$ cat config.mk
export PLATFORM = sky130hd
export DESIGN_NAME = instr_encoder_loader_flat
export DESIGN_NICKNAME = d
export VERILOG_FILES = /design/src/rtl/instr_encoder_loader_pkg.sv /design/src/rtl/instr_encoder_loader_if.sv /design/src/rtl/instr_encoder_loader_field_packer.sv /design/src/rtl/instr_encoder_loader.sv /design/src/flat_wrapper.sv
export SDC_FILE = /design/constraint.sdc
export NUM_CORES = 1
export LEC_CHECK = 0
export BUFFER_PORTS_ARGS = -buffer_cell sky130_fd_sc_hd__buf_2
export CAP_MARGIN = 5
export CORE_MARGIN = 5
export CORE_UTILIZATION = 45
export CTS_CLUSTER_DIAMETER = 120
export CTS_CLUSTER_SIZE = 10
export DETAILED_ROUTE_END_ITERATION = 7
export PLACE_DENSITY = 0.76
export SYNTH_ARGS = -nofsm -noshare
export SYNTH_HDL_FRONTEND = slang
export SYNTH_HIERARCHICAL = 1
export SYNTH_SLANG_ARGS = --single-unit
$ cat constraint.sdc
create_clock -name clk -period 1.74 [get_ports clk]
set_input_delay 0.174 -clock clk [delete_from_list [all_inputs] [get_ports clk]]
set_output_delay 0.174 -clock clk [all_outputs]
set_load 0.005 [all_outputs]
$ cat src/rtl/instr_encoder_loader_pkg.sv
// ISA constants shared by the instruction encoder/loader and the decoder:
// field widths, field LSB positions, opcode values and the loader FSM states.
package instr_encoder_loader_pkg;

  localparam int INSTRUCTION_WIDTH = 29;
  localparam int WIDTH_OPCODE      = 5;
  localparam int REGFILE_ADDR_BITS = 4;
  localparam int IMMEDIATE_WIDTH   = 12;
  localparam int IMEM_ADDR_BITS    = 8;
  localparam int BUC_IMM_WIDTH     = 24;
  localparam int WORD_COUNT_BITS   = IMEM_ADDR_BITS + 1;

  localparam int OPCODE_LSB = 24;
  localparam int RDST_LSB   = 20;
  localparam int RSRC_LSB   = 16;
  localparam int RTGT_LSB   = 12;

  typedef logic [WIDTH_OPCODE-1:0] opcode_t;

  localparam opcode_t OP_NOP   = 5'd0;
  localparam opcode_t OP_LR    = 5'd1;
  localparam opcode_t OP_SR    = 5'd2;
  localparam opcode_t OP_ADD   = 5'd3;
  localparam opcode_t OP_ADDI  = 5'd4;
  localparam opcode_t OP_SUB   = 5'd5;
  localparam opcode_t OP_MOV   = 5'd6;
  localparam opcode_t OP_INCR  = 5'd7;
  localparam opcode_t OP_LI    = 5'd8;
  localparam opcode_t OP_BEQ   = 5'd9;
  localparam opcode_t OP_BNEQ  = 5'd10;
  localparam opcode_t OP_BUC   = 5'd11;
  localparam opcode_t OP_AND   = 5'd12;
  localparam opcode_t OP_OR    = 5'd13;
  localparam opcode_t OP_NOT   = 5'd14;
  localparam opcode_t OP_XOR   = 5'd15;
  localparam opcode_t OP_SHIFL = 5'd16;
  localparam opcode_t OP_SHIFR = 5'd17;

  typedef enum logic [2:0] {
    ST_IDLE,
    ST_LOAD,
    ST_DRAIN,
    ST_DONE,
    ST_ERROR
  } load_state_e;

  localparam logic signed [BUC_IMM_WIDTH-1:0] IMM_MIN = -24'sd2048;
  localparam logic signed [BUC_IMM_WIDTH-1:0] IMM_MAX = 24'sd4095;

  // True when a signed immediate is representable in the 12-bit field,
  // accepting both signed offsets and unsigned constants up to 4095.
  function automatic logic imm_fits_field(input logic [BUC_IMM_WIDTH-1:0] imm);
    logic signed [BUC_IMM_WIDTH-1:0] s_imm;
    s_imm = imm;
    return (s_imm >= IMM_MIN) && (s_imm <= IMM_MAX);
  endfunction

endpackage

$ cat src/rtl/instr_encoder_loader_if.sv
// Field-bundle stream plus instruction-memory write port of the loader.
// slave: the loader (consumes bundles, drives memory writes).
// master: the environment (produces bundles, acts as the memory).
interface instr_encoder_loader_if;
  import instr_encoder_loader_pkg::*;

  logic                          in_valid;
  logic                          in_ready;
  logic                          in_last;
  logic [WIDTH_OPCODE-1:0]       in_op;
  logic [REGFILE_ADDR_BITS-1:0]  in_rd;
  logic [REGFILE_ADDR_BITS-1:0]  in_rs;
  logic [REGFILE_ADDR_BITS-1:0]  in_rt;
  logic [BUC_IMM_WIDTH-1:0]      in_imm;
  logic                          mem_we;
  logic                          mem_ready;
  logic [IMEM_ADDR_BITS-1:0]     mem_addr;
  logic [INSTRUCTION_WIDTH-1:0]  mem_wdata;

  modport master (
    output in_valid, in_last, in_op, in_rd, in_rs, in_rt, in_imm, mem_ready,
    input  in_ready, mem_we, mem_addr, mem_wdata
  );

  modport slave (
    input  in_valid, in_last, in_op, in_rd, in_rs, in_rt, in_imm, mem_ready,
    output in_ready, mem_we, mem_addr, mem_wdata
  );

endinterface

$ cat src/rtl/instr_encoder_loader_field_packer.sv
// Combinational packer: opcode + register/immediate fields -> canonical
// 29-bit instruction word, with unused fields forced to zero.
// Optional feature macro: IMM_RANGE_CHECK_EN (flags non-BUC immediates
// outside -2048..4095 instead of silently truncating them).
module instr_encoder_loader_field_packer
  import instr_encoder_loader_pkg::*;
(
  input  logic [WIDTH_OPCODE-1:0]      op,
  input  logic [REGFILE_ADDR_BITS-1:0] rd,
  input  logic [REGFILE_ADDR_BITS-1:0] rs,
  input  logic [REGFILE_ADDR_BITS-1:0] rt,
  input  logic [BUC_IMM_WIDTH-1:0]     imm,
  output logic [INSTRUCTION_WIDTH-1:0] word,
  output logic                         illegal_op,
  output logic                         imm_err
);

  logic [REGFILE_ADDR_BITS-1:0] f_rd;
  logic [REGFILE_ADDR_BITS-1:0] f_rs;
  logic [REGFILE_ADDR_BITS-1:0] f_rt;
  logic [IMMEDIATE_WIDTH-1:0]   f_imm;

  // Select which fields each opcode carries, then assemble the word.
  always_comb begin
    f_rd       = '0;
    f_rs       = '0;
    f_rt       = '0;
    f_imm      = '0;
    illegal_op = 1'b0;
    case (op)
      OP_NOP: ;
      OP_LR: begin
        f_rd  = rd;
        f_rs  = rs;
        f_imm = imm[IMMEDIATE_WIDTH-1:0];
      end
      OP_SR, OP_BEQ, OP_BNEQ: begin
        f_rs  = rs;
        f_rt  = rt;
        f_imm = imm[IMMEDIATE_WIDTH-1:0];
      end
      OP_ADD, OP_SUB, OP_AND, OP_OR, OP_XOR: begin
        f_rd = rd;
        f_rs = rs;
        f_rt = rt;
      end
      OP_ADDI: begin
        f_rd  = rd;
        f_rs  = rd;
        f_imm = imm[IMMEDIATE_WIDTH-1:0];
      end
      OP_INCR: begin
        f_rd = rd;
        f_rs = rd;
      end
      OP_MOV, OP_NOT: begin
        f_rd = rd;
        f_rs = rs;
      end
      OP_LI: begin
        f_rd  = rd;
        f_imm = imm[IMMEDIATE_WIDTH-1:0];
      end
      OP_BUC: ;
      OP_SHIFL, OP_SHIFR: begin
        f_rd  = rd;
        f_rs  = rs;
        f_imm = imm[IMMEDIATE_WIDTH-1:0];
      end
      default: illegal_op = 1'b1;
    endcase

    if (illegal_op) begin
      word = '0;
    end else if (op == OP_BUC) begin
      word = {op, imm};
    end else begin
      word = {op, f_rd, f_rs, f_rt, f_imm};
    end
  end

  // Immediate range check for every opcode except BUC, whose 24 bits always fit.
  always_comb begin
`ifdef IMM_RANGE_CHECK_EN
    imm_err = (op != OP_BUC) && !imm_fits_field(imm);
`else
    imm_err = 1'b0;
`endif
  end

endmodule

$ cat src/rtl/instr_encoder_loader.sv
// Instruction encoder/loader: accepts field bundles, packs them into
// instruction words and writes them to consecutive instruction-memory
// addresses through a one-entry output register.
// Optional feature macro: IMM_RANGE_CHECK_EN (see field packer).
module instr_encoder_loader
  import instr_encoder_loader_pkg::*;
(
  input  logic                       clk,
  input  logic                       rst_n,
  input  logic                       start,
  input  logic [IMEM_ADDR_BITS-1:0]  base_addr,
  instr_encoder_loader_if.slave      bus,
  output logic                       done,
  output logic                       err,
  output logic [WORD_COUNT_BITS-1:0] word_count
);

  localparam logic [IMEM_ADDR_BITS:0]    ADDR_ONE  = 1;
  localparam logic [WORD_COUNT_BITS-1:0] COUNT_ONE = 1;

  load_state_e                  state_q, state_d;
  logic                         mem_we_q, mem_we_d;
  logic [IMEM_ADDR_BITS-1:0]    mem_addr_q, mem_addr_d;
  logic [INSTRUCTION_WIDTH-1:0] mem_wdata_q, mem_wdata_d;
  // One bit wider than the memory address so a write past the top is visible.
  logic [IMEM_ADDR_BITS:0]      next_addr_q, next_addr_d;
  logic                         err_q, err_d;
  logic [WORD_COUNT_BITS-1:0]   word_count_q, word_count_d;

  logic                         in_ready_int;
  logic                         accept;
  logic                         write_fire;
  logic                         start_ok;
  logic                         bundle_bad;
  logic [INSTRUCTION_WIDTH-1:0] packed_word;
  logic                         illegal_op;
  logic                         imm_err;

  instr_encoder_loader_field_packer u_packer (
    .op         (bus.in_op),
    .rd         (bus.in_rd),
    .rs         (bus.in_rs),
    .rt         (bus.in_rt),
    .imm        (bus.in_imm),
    .word       (packed_word),
    .illegal_op (illegal_op),
    .imm_err    (imm_err)
  );

  assign accept     = bus.in_valid && in_ready_int;
  assign write_fire = mem_we_q && bus.mem_ready;
  assign start_ok   = start && ((state_q == ST_IDLE) || (state_q == ST_ERROR));
  assign bundle_bad = illegal_op || imm_err || next_addr_q[IMEM_ADDR_BITS];

  // State register.
  always_ff @(posedge clk) begin
    if (!rst_n) begin
      state_q <= ST_IDLE;
    end else begin
      state_q <= state_d;
    end
  end

  // Next-state logic: load until the last bundle or an error, then drain.
  always_comb begin
    state_d = state_q;
    case (state_q)
      ST_IDLE:  if (start) state_d = ST_LOAD;
      ST_LOAD: begin
        if (accept) begin
          if (bundle_bad)       state_d = ST_ERROR;
          else if (bus.in_last) state_d = ST_DRAIN;
        end
      end
      ST_DRAIN: if (!mem_we_q || bus.mem_ready) state_d = ST_DONE;
      ST_DONE:  state_d = ST_IDLE;
      ST_ERROR: if (start) state_d = ST_LOAD;
      default:  state_d = ST_IDLE;
    endcase
  end

  // Datapath registers; a reset drops any pending write immediately.
  always_ff @(posedge clk) begin
    if (!rst_n) begin
      mem_we_q     <= 1'b0;
      mem_addr_q   <= '0;
      mem_wdata_q  <= '0;
      next_addr_q  <= '0;
      err_q        <= 1'b0;
      word_count_q <= '0;
    end else begin
      mem_we_q     <= mem_we_d;
      mem_addr_q   <= mem_addr_d;
      mem_wdata_q  <= mem_wdata_d;
      next_addr_q  <= next_addr_d;
      err_q        <= err_d;
      word_count_q <= word_count_d;
    end
  end

  // Output register, address and count updates; the register holds while stalled.
  always_comb begin
    mem_we_d     = mem_we_q;
    mem_addr_d   = mem_addr_q;
    mem_wdata_d  = mem_wdata_q;
    next_addr_d  = next_addr_q;
    err_d        = err_q;
    word_count_d = word_count_q;

    if (write_fire) begin
      mem_we_d     = 1'b0;
      word_count_d = word_count_q + COUNT_ONE;
    end

    if (start_ok) begin
      next_addr_d  = {1'b0, base_addr};
      word_count_d = '0;
      err_d        = 1'b0;
    end

    if ((state_q == ST_LOAD) && accept) begin
      if (bundle_bad) begin
        err_d = 1'b1;
      end else begin
        mem_we_d    = 1'b1;
        mem_addr_d  = next_addr_q[IMEM_ADDR_BITS-1:0];
        mem_wdata_d = packed_word;
        next_addr_d = next_addr_q + ADDR_ONE;
      end
    end
  end

  // Handshake and status outputs.
  always_comb begin
    in_ready_int = (state_q == ST_LOAD) && (!mem_we_q || bus.mem_ready);
    done         = (state_q == ST_DONE);
  end

  assign bus.in_ready  = in_ready_int;
  assign bus.mem_we    = mem_we_q;
  assign bus.mem_addr  = mem_addr_q;
  assign bus.mem_wdata = mem_wdata_q;
  assign err           = err_q;
  assign word_count    = word_count_q;

endmodule

$ cat src/flat_wrapper.sv
// flat-port wrapper written by rule: the top's interface ports become plain ports
module instr_encoder_loader_flat import instr_encoder_loader_pkg::*;
  (clk, rst_n, start, base_addr, done, err, word_count, bus_in_valid, bus_in_last, bus_in_op, bus_in_rd, bus_in_rs, bus_in_rt, bus_in_imm, bus_mem_ready, bus_in_ready, bus_mem_we, bus_mem_addr, bus_mem_wdata);
  instr_encoder_loader_if bus_i ();
  input  logic clk;
  input  logic rst_n;
  input  logic start;
  input  logic [IMEM_ADDR_BITS-1:0] base_addr;
  output logic done;
  output logic err;
  output logic [WORD_COUNT_BITS-1:0] word_count;
  input wire logic [$bits(bus_i.in_valid)-1:0] bus_in_valid;
  input wire logic [$bits(bus_i.in_last)-1:0] bus_in_last;
  input wire logic [$bits(bus_i.in_op)-1:0] bus_in_op;
  input wire logic [$bits(bus_i.in_rd)-1:0] bus_in_rd;
  input wire logic [$bits(bus_i.in_rs)-1:0] bus_in_rs;
  input wire logic [$bits(bus_i.in_rt)-1:0] bus_in_rt;
  input wire logic [$bits(bus_i.in_imm)-1:0] bus_in_imm;
  input wire logic [$bits(bus_i.mem_ready)-1:0] bus_mem_ready;
  output wire logic [$bits(bus_i.in_ready)-1:0] bus_in_ready;
  output wire logic [$bits(bus_i.mem_we)-1:0] bus_mem_we;
  output wire logic [$bits(bus_i.mem_addr)-1:0] bus_mem_addr;
  output wire logic [$bits(bus_i.mem_wdata)-1:0] bus_mem_wdata;
  assign bus_i.in_valid = bus_in_valid;
  assign bus_i.in_last = bus_in_last;
  assign bus_i.in_op = bus_in_op;
  assign bus_i.in_rd = bus_in_rd;
  assign bus_i.in_rs = bus_in_rs;
  assign bus_i.in_rt = bus_in_rt;
  assign bus_i.in_imm = bus_in_imm;
  assign bus_i.mem_ready = bus_mem_ready;
  assign bus_in_ready = bus_i.in_ready;
  assign bus_mem_we = bus_i.mem_we;
  assign bus_mem_addr = bus_i.mem_addr;
  assign bus_mem_wdata = bus_i.mem_wdata;
  instr_encoder_loader u_core (.clk(clk), .rst_n(rst_n), .start(start), .base_addr(base_addr), .bus(bus_i), .done(done), .err(err), .word_count(word_count));
endmodule
==> flow_summary.yaml <==
cells_and_area:
  n_antenna_cell: 0
  nets: 545
  final_cells: 570
  area_growth_syn_to_layout_pct: 31.7
  drive_gt1_share_pct: 30.8
synth:
  synthArstFlopShare_pct: 0
  synth_most_common_cell: "nand2_1"
  synth_top_family_by_area: "simple AND/OR/NAND/NOR gates"
  yosysSeqAreaShare_pct: 41.3
  ys_top_cells_by_count: "101 x nand2_1, 60 x dfxtp_1, 45 x a21oi_1, 17 x nor2_1, 14 x and2_1"
  synth_area_mm2: 0.00291
  synth-adder-area-share_pct: 0.860
  synth-seq-cells: 60
  syn_inst: 373
  synth_warnings: 6
  yosysUniqueCellTypes: 46
  synth_area_leader_cell: "dfxtp_1"
  synth-edff-count: 0
  ys_top_cells_by_area: "dfxtp_1 41%, nand2_1 13%, a21oi_1 7.7%"
  synth_nets: 430
  yosys.area.top_type_share_pct: 41.3
  synthMuxAreaShare_pct: 0
  synth_simple_gate_area_share_pct: 30.4
  postSynthAreaPerCell_um2: 7.80
  synth-compound-area-share_pct: 19.4
  yosys_most_used_dff: "dfxtp_1"
  synth_xor_area_share_pct: 2.71
power:
  p_leak_nw: 1.68
  power_density_mw_per_mm2: 775
  peakVddDrop_uv: 390
grt:
  grt-ovfl-total: 0
  antenna_found_initial: 0
  grt_first_pass_wirelength_um: 13000
  grt_max_degree: 49
  grt.total_usage_pct: 19.0
  grt_pass1_vias: 2918
worst_setup_path:
  r2r_start: "u_core/state_q[2]"
  setup.worst_path.end: "u_core/next_addr_q[5]"
  r2r-end: "u_core/next_addr_q[5]"
  path_max_fanout: 31
  cp_slowest_stage_delay_ns: 0.39
  worst_path_max_delay_cell: "o311ai_0"
  crit_buf_inv: 1
  crit_start: "u_core/state_q[2]"
  crit_path_cell_trace: "nor3b_4, nand4_2, buf_4, o311ai_0"
  crit_type: "flip-flop to flip-flop"
  critPathLaunchType: "flip-flop"
  crit_required_ns: 1.95
  r2r_cells: 4
  r2r_setup_slack_ns: 0.11
  worst-endpoint-arrival_ns: 1.84
  crit_cells: 4
  end_kind: "flip-flop"
  cp_top_family: "simple AND/OR/NAND/NOR gates"
routing:
  routedWlPerCell_um: 13.6
  routed_wl_um: 7740
  drc_errors: 0
  met2_length_um: 3810
  wl_met3_um: 566
  drtIter0Drc: 99
  drt-met1-wl_um: 3280
  firstDrtPassIters: 4
  postRouteAntennaNets: 0
  vias: 2994
  top_layer: "met4"
  avgViaCountPerCell: 5.25
die:
  die_y_um: 90.4
  die_w_um: 90.4
  start_util_pct: 46.1
  pin_count: 105
  coreArea_mm2: 0.00631
  placementRows: 29
  die_area_mm2: 0.00817
outcome:
  outcome: "complete, no violations"
clock_network:
  cts_tree: "done"
  insertion_delay_ns: 0.33
  cts_resized: 0
  numCtsBuffers: 9
  h-tree-depth: 3
  hold_buffers: 0
  cts_root_buf: "clkbuf_8"
  clk_pin_slew_worst_paths_ns: 0.07
  clock_path_buffers: 2
  postCtsSetupRepairBufs: 0
  cts.sinks: 60
timing:
  fin_crit_ns: 1.63
  finalMaxSlewViolations: 0
  slew_headroom_pct: 59.9
  rsz0062_at_grt: "no"
  setup_viol_count_final: 0
  skew_ns: 0.00603
  fmax_mhz: 612
  worstMarginPinSlew_ns: 0.601
  finalHoldViolCount: 0
  tns_ns: 0
  fin_crit_sh_pct: 93.9
placed_design:
  io_buffer_count: 104
  place_congestion: 0.824
  placed_cells: 554
  hpwl_um: 5730
hold_path:
  hp-class: "primary input to flip-flop"
flow_run:
  drv_cap: 0
==> cells in the final DEF (no fill, tap or decap), types with 4 or more instances in the layout <==
cell	Yosys	routed
buf_2	11	104
nand2_1	101	101
dfxtp_1	60	60
a21oi_1	45	45
buf_4	4	22
nor2_1	17	17
and2_1	14	14
a22o_1	12	12
clkbuf_8	0	9
nand3_1	8	8
nor2b_1	7	7
xor2_1	6	6
nor3_1	7	6
a21o_1	6	6
clkinv_2	0	5
inv_1	5	5
a31oi_1	5	5
buf_12	0	4
==> report_power, final <==
part / switching [mW] / leakage, nW / internal, mW
combinational: 0.190 / 1.09 / 0.180
clock: 0.524 / 0.0996 / 0.649
sequential: 0.0253 / 0.485 / 1.40
total: 0.739 / 1.68 / 2.23
==> worst min-delay path by stage <==
stage / start / to / slack [ns] / cells past startpoint
after CTS: base_addr[0] / u_core/next_addr_q[0] / 0.08 / 3
after floorplan: base_addr[0] / u_core/next_addr_q[0] / 0.32 / 2
after detailed placement: base_addr[0] / u_core/next_addr_q[0] / 0.44 / 3
after global routing: base_addr[1] / u_core/next_addr_q[1] / 0.10 / 3
final: base_addr[0] / u_core/next_addr_q[0] / 0.10 / 3
after global placement: base_addr[7] / u_core/next_addr_q[7] / 0.43 / 3
==> routing by layer <==
metal / vias to the layer above / track usage [%]
met1: 1383 / 22.8
met3: 5 / 5.42
met2: 91 / 32.2
met5: - / 0
met4: 0 / 7.20
li1: 1515 / -
==> cell type report <==
class	instances	area, um2
clock buffers	10	128
clock inverters	6	55.1
repair buffers	130	766
flip-flops and latches	60	1200
inverters	5	18.8
multi-input cells	282	1570
fillers	602	2480
well taps	77	96.3
==> kinds of logic (layout without fill, tap and decap cells) <==
group                      after synthesis  in the layout
and+or+nand+nor                        182            182
other                                    1              1
AOI/OAI and AO/OA                       88             88
DFF                                     60             60
buffers and inverters                   31            151
xor gates and xnor gates                 9              9
adders and majority gates                2              2
==> sequential cells by signal (all words and copies together), names as in the netlist <==
signal and cells:
u_core/word_count 9, u_core/err 1, u_core/bus.mem_wdata 29, u_core/next_addr_q 9
u_core/bus.mem_addr 8, u_core/state_q 3, u_core/bus.mem_we 1
==> worst reg2reg max path: cells and delay by family, from the launching register on <==
family          cells  cell delay [ns]
buf+inv             1             0.27
simple gates        2             0.48
flops               1             0.37
compound gates      1             0.40
==> through the flow <==
stage	setup slack, ns	utilization, %	hold WS, ns	area [um2]	total power, mW
4_1_cts	0.100	60.6	0.0847	3820	3.01
3_3_place_gp	-0.0949	57.7	0.431	3640	1.81
2_1_floorplan	0.0595	-	0.324	2910	1.66
5_1_grt	0.0222	60.7	0.102	3830	3.13
3_5_place_dp	-0.0993	57.7	0.441	3640	1.82
6_report	0.106	60.7	0.103	3830	2.97
Note: power is estimated with default switching activity, not from simulation.
